**config.mk**
```make
export PLATFORM = sky130hd
export DESIGN_NAME = spike_pushback_fifo
export DESIGN_NICKNAME = d
export VERILOG_FILES = /design/src/rtl/spike_pushback_fifo.sv
export SDC_FILE = /design/constraint.sdc
export NUM_CORES = 1
export LEC_CHECK = 0
export ABC_CLOCK_PERIOD_IN_PS = 5600
export CAP_MARGIN = 25
export CORE_ASPECT_RATIO = 0.5
export CORE_MARGIN = 2
export CORE_UTILIZATION = 49
export CTS_CLUSTER_SIZE = 12
export DETAILED_ROUTE_END_ITERATION = 6
export GPL_TIMING_DRIVEN = 0
export PLACE_DENSITY = 0.72
export SLEW_MARGIN = 20
export SYNTH_ARGS = -nofsm -noshare
export SYNTH_HDL_FRONTEND = slang
export SYNTH_SLANG_ARGS = --single-unit
export TNS_END_PERCENT = 50
```
**constraint.sdc**
```tcl
create_clock -name clk_i -period 5.6 [get_ports clk_i]
set_input_delay 1.12 -clock clk_i [delete_from_list [all_inputs] [get_ports clk_i]]
set_output_delay 1.12 -clock clk_i [all_outputs]
set_load 0.05 [all_outputs]
```
**src/rtl/spike_pushback_fifo.sv**
```systemverilog
// Spike pushback unit: queues output-layer spike addresses in a FWFT FIFO
// drained by a valid/ready pop port, and runs the IDLE/RUN/DONE inference FSM
// that latches the winning class neuron or flags a tick timeout.
// Optional build macro SPIKE_PUSHBACK_DROP_CNT_EN adds a saturating drop counter.
module spike_pushback_fifo #(
  parameter int unsigned M          = 8,
  parameter int unsigned INPUT_RESO = 8,
  parameter int unsigned DEPTH      = 8,
  parameter int unsigned CLASS_BASE = 246,
  parameter int unsigned TICK_END   = 1
) (
  input  logic                         clk_i,
  input  logic                         rst_i,
  input  logic                         start_i,
  input  logic                         spike_i,
  input  logic [M-1:0]                 count_i,
  input  logic [INPUT_RESO-1:0]        tick_i,
  output logic                         pop_valid_o,
  output logic [M-1:0]                 pop_addr_o,
  input  logic                         pop_ready_i,
  output logic [$clog2(DEPTH+1)-1:0]   level_o,
  output logic                         overflow_o,
  output logic                         done_o,
  output logic                         winner_valid_o,
  output logic [M-1:0]                 winner_addr_o,
  output logic                         timeout_o
`ifdef SPIKE_PUSHBACK_DROP_CNT_EN
  ,
  output logic [15:0]                  drop_cnt_o
`endif
);

  localparam int unsigned AW = $clog2(DEPTH);
  localparam int unsigned PW = AW + 1;
  localparam int unsigned LW = $clog2(DEPTH + 1);

  localparam logic [M-1:0]          ClassBase = M'(CLASS_BASE);
  localparam logic [INPUT_RESO-1:0] TickEnd   = INPUT_RESO'(TICK_END);

  typedef enum logic [1:0] {StIdle, StRun, StDone} state_e;

  state_e          state_q, state_d;
  logic [PW-1:0]   wr_ptr_q, wr_ptr_d;
  logic [PW-1:0]   rd_ptr_q, rd_ptr_d;
  logic            overflow_q, overflow_d;
  logic            winner_valid_q, winner_valid_d;
  logic [M-1:0]    winner_addr_q, winner_addr_d;
  logic            timeout_q, timeout_d;
  logic [M-1:0]    mem_q [DEPTH];

  logic            full, empty;
  logic            push_req, push_fire, pop_fire, drop;
  logic            class_hit;
  logic [PW-1:0]   occupancy;

  assign empty = (wr_ptr_q == rd_ptr_q);
  assign full  = (wr_ptr_q[AW] != rd_ptr_q[AW]) && (wr_ptr_q[AW-1:0] == rd_ptr_q[AW-1:0]);

  // start_i wins over any FIFO traffic in its cycle
  assign push_req  = (state_q == StRun) && spike_i && !start_i;
  assign pop_fire  = !empty && pop_ready_i && !start_i;
  assign push_fire = push_req && (!full || pop_fire);
  assign drop      = push_req && full && !pop_fire;
  assign class_hit = spike_i && (count_i >= ClassBase);

  // Next-state: FSM, pointers and sticky flags
  always_comb begin
    state_d        = state_q;
    wr_ptr_d       = wr_ptr_q;
    rd_ptr_d       = rd_ptr_q;
    overflow_d     = overflow_q;
    winner_valid_d = winner_valid_q;
    winner_addr_d  = winner_addr_q;
    timeout_d      = timeout_q;
    if (start_i) begin
      state_d        = StRun;
      wr_ptr_d       = '0;
      rd_ptr_d       = '0;
      overflow_d     = 1'b0;
      winner_valid_d = 1'b0;
      winner_addr_d  = '0;
      timeout_d      = 1'b0;
    end else begin
      if (push_fire) wr_ptr_d = wr_ptr_q + PW'(1);
      if (pop_fire)  rd_ptr_d = rd_ptr_q + PW'(1);
      if (drop)      overflow_d = 1'b1;
      unique case (state_q)
        StRun: begin
          // A class spike beats a simultaneous timeout
          if (class_hit) begin
            winner_valid_d = 1'b1;
            winner_addr_d  = count_i;
            state_d        = StDone;
          end else if (tick_i == TickEnd) begin
            timeout_d = 1'b1;
            state_d   = StDone;
          end
        end
        StDone:  state_d = StDone;
        default: state_d = StIdle;
      endcase
    end
  end

  // State registers with asynchronous reset
  always_ff @(posedge clk_i or posedge rst_i) begin
    if (rst_i) begin
      state_q        <= StIdle;
      wr_ptr_q       <= '0;
      rd_ptr_q       <= '0;
      overflow_q     <= 1'b0;
      winner_valid_q <= 1'b0;
      winner_addr_q  <= '0;
      timeout_q      <= 1'b0;
    end else begin
      state_q        <= state_d;
      wr_ptr_q       <= wr_ptr_d;
      rd_ptr_q       <= rd_ptr_d;
      overflow_q     <= overflow_d;
      winner_valid_q <= winner_valid_d;
      winner_addr_q  <= winner_addr_d;
      timeout_q      <= timeout_d;
    end
  end

  // FIFO storage; contents are masked at the output while empty, so no reset
  always_ff @(posedge clk_i) begin
    if (push_fire) mem_q[wr_ptr_q[AW-1:0]] <= count_i;
  end

`ifdef SPIKE_PUSHBACK_DROP_CNT_EN
  logic [15:0] drop_cnt_q, drop_cnt_d;

  // Saturating count of dropped pushes
  always_comb begin
    drop_cnt_d = drop_cnt_q;
    if (start_i) begin
      drop_cnt_d = '0;
    end else if (drop && (drop_cnt_q != 16'hFFFF)) begin
      drop_cnt_d = drop_cnt_q + 16'd1;
    end
  end

  // Drop counter register
  always_ff @(posedge clk_i or posedge rst_i) begin
    if (rst_i) drop_cnt_q <= '0;
    else       drop_cnt_q <= drop_cnt_d;
  end

  assign drop_cnt_o = drop_cnt_q;
`endif

  assign occupancy      = wr_ptr_q - rd_ptr_q;
  assign level_o        = LW'(occupancy);
  assign pop_valid_o    = !empty;
  assign pop_addr_o     = empty ? '0 : mem_q[rd_ptr_q[AW-1:0]];
  assign overflow_o     = overflow_q;
  assign done_o         = (state_q == StDone);
  assign winner_valid_o = winner_valid_q;
  assign winner_addr_o  = winner_addr_q;
  assign timeout_o      = timeout_q;

endmodule

```
==> results of run 1 <==
stage by stage:
stage / cell area [um2] / utilization / hold slack, ns / cells
floorplan: 3630 / - / 0.507 / 234
global placement: 4200 / 0.578 / 0.495 / 375
detailed placement: 4210 / 0.579 / 0.495 / 375
CTS: 4480 / 0.617 / 0.516 / 391
global route: 4480 / 0.617 / 0.535 / 391
finish: 4480 / 0.617 / 0.513 / 391
critical path: stages (launching register included):
cell             delay [ns]
dfrtp_1                0.39
clkbuf_1               0.51
buf_2                  0.39
inv_1                  0.08
ha_1                   0.34
nand3_4                0.13
nor2_1                 0.69
a21oi_1                0.15
clkdlybuf4s50_1        0.75
worst max path at each step:
stage	from	to	slack (ns)	depth (start not counted)
3_5_place_dp	rd_ptr_q[1]	pop_addr_o[3]	1.06	8
2_1_floorplan	rd_ptr_q[1]	pop_addr_o[0]	2.12	7
4_1_cts	rd_ptr_q[1]	pop_addr_o[6]	0.68	8
5_1_grt	rd_ptr_q[1]	pop_addr_o[6]	0.45	8
3_3_place_gp	rd_ptr_q[1]	pop_addr_o[3]	1.07	8
6_report	rd_ptr_q[1]	pop_addr_o[6]	0.71	8
synth_stat cells, types with 3 or more instances:
cell      instances  area, um2
a21oi_1          17       85.1
a31oi_1           3       18.8
clkbuf_1          4       15.0
dfrtp_1          21        526
edfxtp_1         64       1920
ha_1              7       87.6
inv_1            16       60.1
mux2i_1           6       60.1
mux4_2           16        360
nand2_1          21       78.8
nor2_1           20       75.1
xnor2_1           4       35.0
xor2_1            3       26.3
report_power, final:
group / total (W) / internal, W / switching [W]
clock: 0.000546 / 0.000304 / 0.000241
combinational: 0.000411 / 0.000156 / 0.000255
sequential: 0.000701 / 0.000691 / 0.00000977
cell families (layout without fill, tap and decap cells):
family	count (synthesis)	count (layout)	synth area share
compound gates	29	29	0.0510
xor+xnor	8	8	0.0214
fa+ha+maj	8	8	0.0296
buf+inv	24	85	0.0272
flops	85	85	0.674
mux	23	23	0.119
simple gates	57	57	0.0782
sequential cells by signal, summed over array words and instances (netlist names):
register,count
overflow_o,1
wr_ptr_q,4
timeout_o,1
winner_addr_o,8
state_q,2
mem_q,64
rd_ptr_q,4
winner_valid_o,1
layout make-up:
type | count | area share
buffer | 7 | 0.00781
clock buffer | 10 | 0.0511
clock inverter | 6 | 0.0106
inverter | 17 | 0.0142
multi-input combinational | 125 | 0.243
sequential | 85 | 0.546
tap | 96 | 0.0268
timing repair buffer | 45 | 0.100
metal layers:
metal | GRT usage | routed length, um | up-vias | part of all wire
li1 | - | - | 981 | -
met1 | 0.240 | 3180 | 1068 | 0.44
met2 | 0.326 | 3660 | 60 | 0.51
met3 | 0.0586 | 308 | 9 | 0.043
met4 | 0.0549 | 82 | 0 | 0.011
met5 | 0 | 0 | - | 0
==> impl_metrics.py, run 1 <==
metrics = {
    "timing": {
        "worstMarginPinSlew_ns": 0.855,
        "setup_ws_ns": 0.707,
        "finalHoldViolCount": 0,
        "setup_viol": 0,
        "setup_tns_ns": 0,
        "slew_violations": 0,
        "clock.fmax_mhz": 204,
        "period_needed_ns": 4.89,
        "finalCritPeriodShare": 0.874,
        "rsz0062_at_grt": "no",
        "clock_skew_ns": 0.00508,
        "relSlewSlack": 0.427,
    },
    "critical_path": {
        "reg2reg_from": "rd_ptr_q[1]",
        "r2r_slack_ns": 2.12,
        "required_ns": 4.48,
        "setup.worst_path.end_class": "output pin",
        "crit_arrival_ns": 3.77,
        "reg2reg_to": "mem_q[4][2]",
        "crit_type": "reg2out",
        "cp_max_fo": 10,
        "ff2ff_path_depth": 8,
        "critPathLaunchType": "flop",
    },
    "run": {
        "maxCapViolations": 0,
    },
    "synth": {
        "avgSynthCellArea_um2": 15.5,
        "synth_cells": 234,
        "ys_async_sr_fraction": 0.247,
        "syn_area_um2": 3630,
        "yosys_warnings": 0,
        "synth_edf_count": 64,
        "ys_types": 39,
        "ys_seq_area_frac": 0.674,
        "ys_ff_latch": 85,
        "synth-main-ff-cell": "edfxtp_1",
        "syn-num-nets": 263,
    },
    "clock_tree": {
        "path_clk_slew_ns": 0.06,
        "cts_tree": "done",
        "clk_latency_ns": 0.33,
        "cts_setup_buffers": 0,
        "cts_resized": 0,
        "numCtsBuffers": 9,
        "clock-sinks": 85,
        "cts_max_path_buffers": 2,
        "cts_root_buffer": "clkbuf_16",
        "cts_htree_levels": 3,
        "cts_hold_buf": 0,
    },
    "finish": {
        "final_common_cell": "edfxtp_1",
        "areaGrowthSynthToFinish_pct": 23.5,
        "layout-drive-gt1-share": 0.153,
        "multi_input_area_um2": 1090,
        "seq_area_um2": 2450,
        "final_cell_mix": "edfxtp_1 (64), clkdlybuf4s50_1 (45), nand2_1 (21), dfrtp_1 (21), nor2_1 (20)",
        "diodes": 0,
        "nNetsFinal": 319,
        "fillers": 571,
    },
    "worst_hold_path": {
        "min-delay-start": "winner_addr_o[6]",
        "whs_path_depth": 2,
        "hold_class": "reg2reg",
        "min_to": "winner_addr_o[6]",
    },
    "power_and_ir_drop": {
        "p_per_area_nw_per_um2": 370,
        "power_w": 0.00166,
        "p_leak_nw": 1.63,
        "peakVddDrop_uv": 165,
    },
    "die": {
        "core_region_area_um2": 7270,
        "io_pins": 46,
        "die-area_um2": 8160,
        "dieHeight_um": 64.9,
        "initial_core_util": 0.500,
        "rows": 22,
        "die_w_um": 126,
    },
    "placement": {
        "dp_worst_setup_slack_ns": 1.06,
        "place_congestion": 0.761,
        "io_buffers": 45,
        "dp_hpwl_um": 4950,
    },
    "global_routing": {
        "grt_pass1_wl_um": 11500,
        "grt_pass1_vias": 2218,
        "grt_overflow": 0,
        "groute.usage.overall": 0.191,
        "grt_max_degree": 22,
        "antenna_found_initial": 0,
    },
    "route": {
        "vias_per_cell": 5.42,
        "drt_iter0_markers": 241,
        "ant_nets": 0,
        "first_pass_iters": 4,
        "num_vias": 2118,
        "wl_per_cell_um": 18.5,
        "drc": 0,
        "routed_wl_um": 7230,
    },
    "outcome": {
        "status": "completed",
    },
}
(Power assumes the default switching activity.)
==> inputs of run 2 (changes only) <==
--- a/config.mk
+++ b/config.mk
@@ -5,6 +5,7 @@
 export SDC_FILE = /design/constraint.sdc
 export NUM_CORES = 1
 export LEC_CHECK = 0
+export ABC_AREA = 0
 export ABC_CLOCK_PERIOD_IN_PS = 5600
 export CAP_MARGIN = 25
 export CORE_ASPECT_RATIO = 0.5
==> results of run 2 <==
Final layout, timing and power as in run 1 (identical DEF).
==> inputs of run 3 (changes only) <==
--- a/config.mk
+++ b/config.mk
@@ -10,11 +10,11 @@
 export CAP_MARGIN = 25
 export CORE_ASPECT_RATIO = 0.5
 export CORE_MARGIN = 2
-export CORE_UTILIZATION = 49
+export CORE_UTILIZATION = 40
 export CTS_CLUSTER_SIZE = 12
 export DETAILED_ROUTE_END_ITERATION = 6
+export DONT_BUFFER_PORTS = 1
 export GPL_TIMING_DRIVEN = 0
-export PLACE_DENSITY = 0.72
 export SLEW_MARGIN = 20
 export SYNTH_ARGS = -nofsm -noshare
 export SYNTH_HDL_FRONTEND = slang
==> impl_metrics.py, run 3 (synthesis gave the netlist of run 1 again) <==
metrics = {
    "finish": {
        "diodes": 0,
        "areaGrowthSynthToFinish_pct": 12.5,
        "final_common_cell": "edfxtp_1",
        "layout-drive-gt1-share": 0.183,
        "fillers": 776,
        "largest_reg_flops": 64,
        "final_cell_mix": "edfxtp_1 (64), nand2_1 (21), dfrtp_1 (21), nor2_1 (20), a21oi_1 (17)",
        "stdcell_count": 369,
        "nNetsFinal": 277,
        "fin_area_um2": 4090,
    },
    "timing": {
        "clock.fmax_mhz": 225,
        "finalHoldViolCount": 0,
        "setup_tns_ns": 0,
        "hold_ws_ns": 0.560,
        "rsz0062_at_grt": "no",
        "finalCritPeriodShare": 0.794,
        "worstMarginPinSlew_ns": 1.13,
        "slew_violations": 0,
        "relSlewSlack": 0.249,
        "setup_viol": 0,
        "clock_skew_ns": 0.00519,
        "period_needed_ns": 4.45,
    },
    "power_and_ir_drop": {
        "p_int_w": 0.00113,
        "p_leak_nw": 1.50,
        "pwr-share-seq": 0.437,
        "peakVddDrop_uv": 182,
        "combinationalPowerShare": 0.210,
        "sw_frac_of_total": 0.296,
        "p_per_area_nw_per_um2": 393,
        "power_switching_w": 0.000476,
        "clockPowerShare": 0.352,
    },
    "route": {
        "num_vias": 1947,
        "ant_nets": 0,
        "vias_per_cell": 5.28,
        "routed_wl_um": 6870,
        "wl_per_cell_um": 18.6,
        "drc": 0,
        "drt_iter0_markers": 145,
        "first_pass_iters": 4,
    },
    "placement": {
        "place_congestion": 0.761,
        "dp.cells": 353,
        "io_buffers": 0,
        "placed_cell_area_um2": 3800,
        "dp_hpwl_um": 4850,
    },
    "outcome": {
        "status": "completed",
    },
    "clock_tree": {
        "path_clk_slew_ns": 0.06,
        "cts_htree_levels": 3,
        "cts_root_buffer": "clkbuf_16",
        "cts_tree": "done",
        "numCtsBuffers": 9,
        "cts_hold_buf": 0,
        "cts_setup_buffers": 0,
        "clk_latency_ns": 0.33,
        "cts_resized": 0,
        "clock-sinks": 85,
        "cts_max_path_buffers": 2,
    },
    "die": {
        "rows": 24,
        "die_w_um": 139,
        "initial_core_util": 0.414,
        "die-area_um2": 9910,
        "io_pins": 46,
        "core_region_area_um2": 8770,
        "dieHeight_um": 71.4,
    },
    "run": {
        "maxCapViolations": 0,
    },
    "critical_path": {
        "cp_max_fo": 10,
        "ff2ff_path_depth": 8,
        "r2r_slack_ns": 2.13,
        "critPathLaunch": "rd_ptr_q[1]",
        "crit_arrival_ns": 3.33,
        "reg2reg_from": "rd_ptr_q[1]",
        "reg2reg_to": "mem_q[5][3]",
        "setup.worst_path.end_class": "output pin",
        "crit_type": "reg2out",
        "critPathLaunchType": "flop",
        "required_ns": 4.48,
        "crit_end": "pop_addr_o[4]",
    },
    "global_routing": {
        "grt_overflow": 0,
        "antenna_found_initial": 0,
        "grt_pass1_wl_um": 10900,
        "grt_max_degree": 22,
        "grt_pass1_vias": 2008,
        "groute.usage.overall": 0.150,
    },
    "worst_hold_path": {
        "hold_class": "reg2reg",
    },
}
## run 3: layout make-up
type / instances / area (um2) / share of cell area
flip-flops and latches: 85 / 2450 / 0.599
multi-input cells: 125 / 1090 / 0.267
clock buffers: 10 / 229 / 0.0560
well taps: 117 / 146 / 0.0358
inverters: 17 / 63.8 / 0.0156
clock inverters: 5 / 52.6 / 0.0129
plain buffers: 7 / 35.0 / 0.00857
repair buffers: 3 / 22.5 / 0.00551
## run 3: power groups by stage
stage	registers, W	clock network, W	logic, W
floorplan	0.000713	0	0.000286
global placement	0.000715	0	0.000327
detailed placement	0.000716	0	0.000337
CTS	0.000703	0.000571	0.000338
global route	0.000704	0.000600	0.000360
finish	0.000703	0.000566	0.000338
## run 3: how the worst min path moves through the flow
| stage | startpoint | endpoint | slack, ns | cells after the start |
|---|---|---|---|---|
| after floorplan | state_q[1] | state_q[1] | 0.51 | 1 |
| after global placement | state_q[1] | state_q[1] | 0.52 | 1 |
| after detailed placement | state_q[1] | state_q[1] | 0.56 | 1 |
| after CTS | state_q[1] | state_q[1] | 0.57 | 1 |
| after global routing | state_q[1] | state_q[1] | 0.59 | 1 |
| final | state_q[1] | state_q[1] | 0.56 | 1 |
## run 3: worst max-delay path, cell delays in order (launching register included)
cell      delay, ns
dfrtp_1        0.40
clkbuf_1       0.48
buf_2          0.40
inv_1          0.09
ha_1           0.34
nand3_4        0.14
nor2_1         0.68
a21oi_1        0.46
## run 3: layer usage
metal  part of all wire  global-route usage  up-vias
met5                  0                   0        -
met4             0.0086              0.0404        0
met3              0.054              0.0602        6
met2               0.47               0.240       47
met1               0.47               0.193      994
li1                   -                   -      900
## run 3: stage by stage
step,setup WS (ns),power [W],utilization
after global placement,1.52,0.00104,0.431
final,1.15,0.00161,0.466
after detailed placement,1.56,0.00105,0.433
after global routing,0.991,0.00166,0.466
after floorplan,2.12,0.000999,-
after CTS,1.19,0.00161,0.465
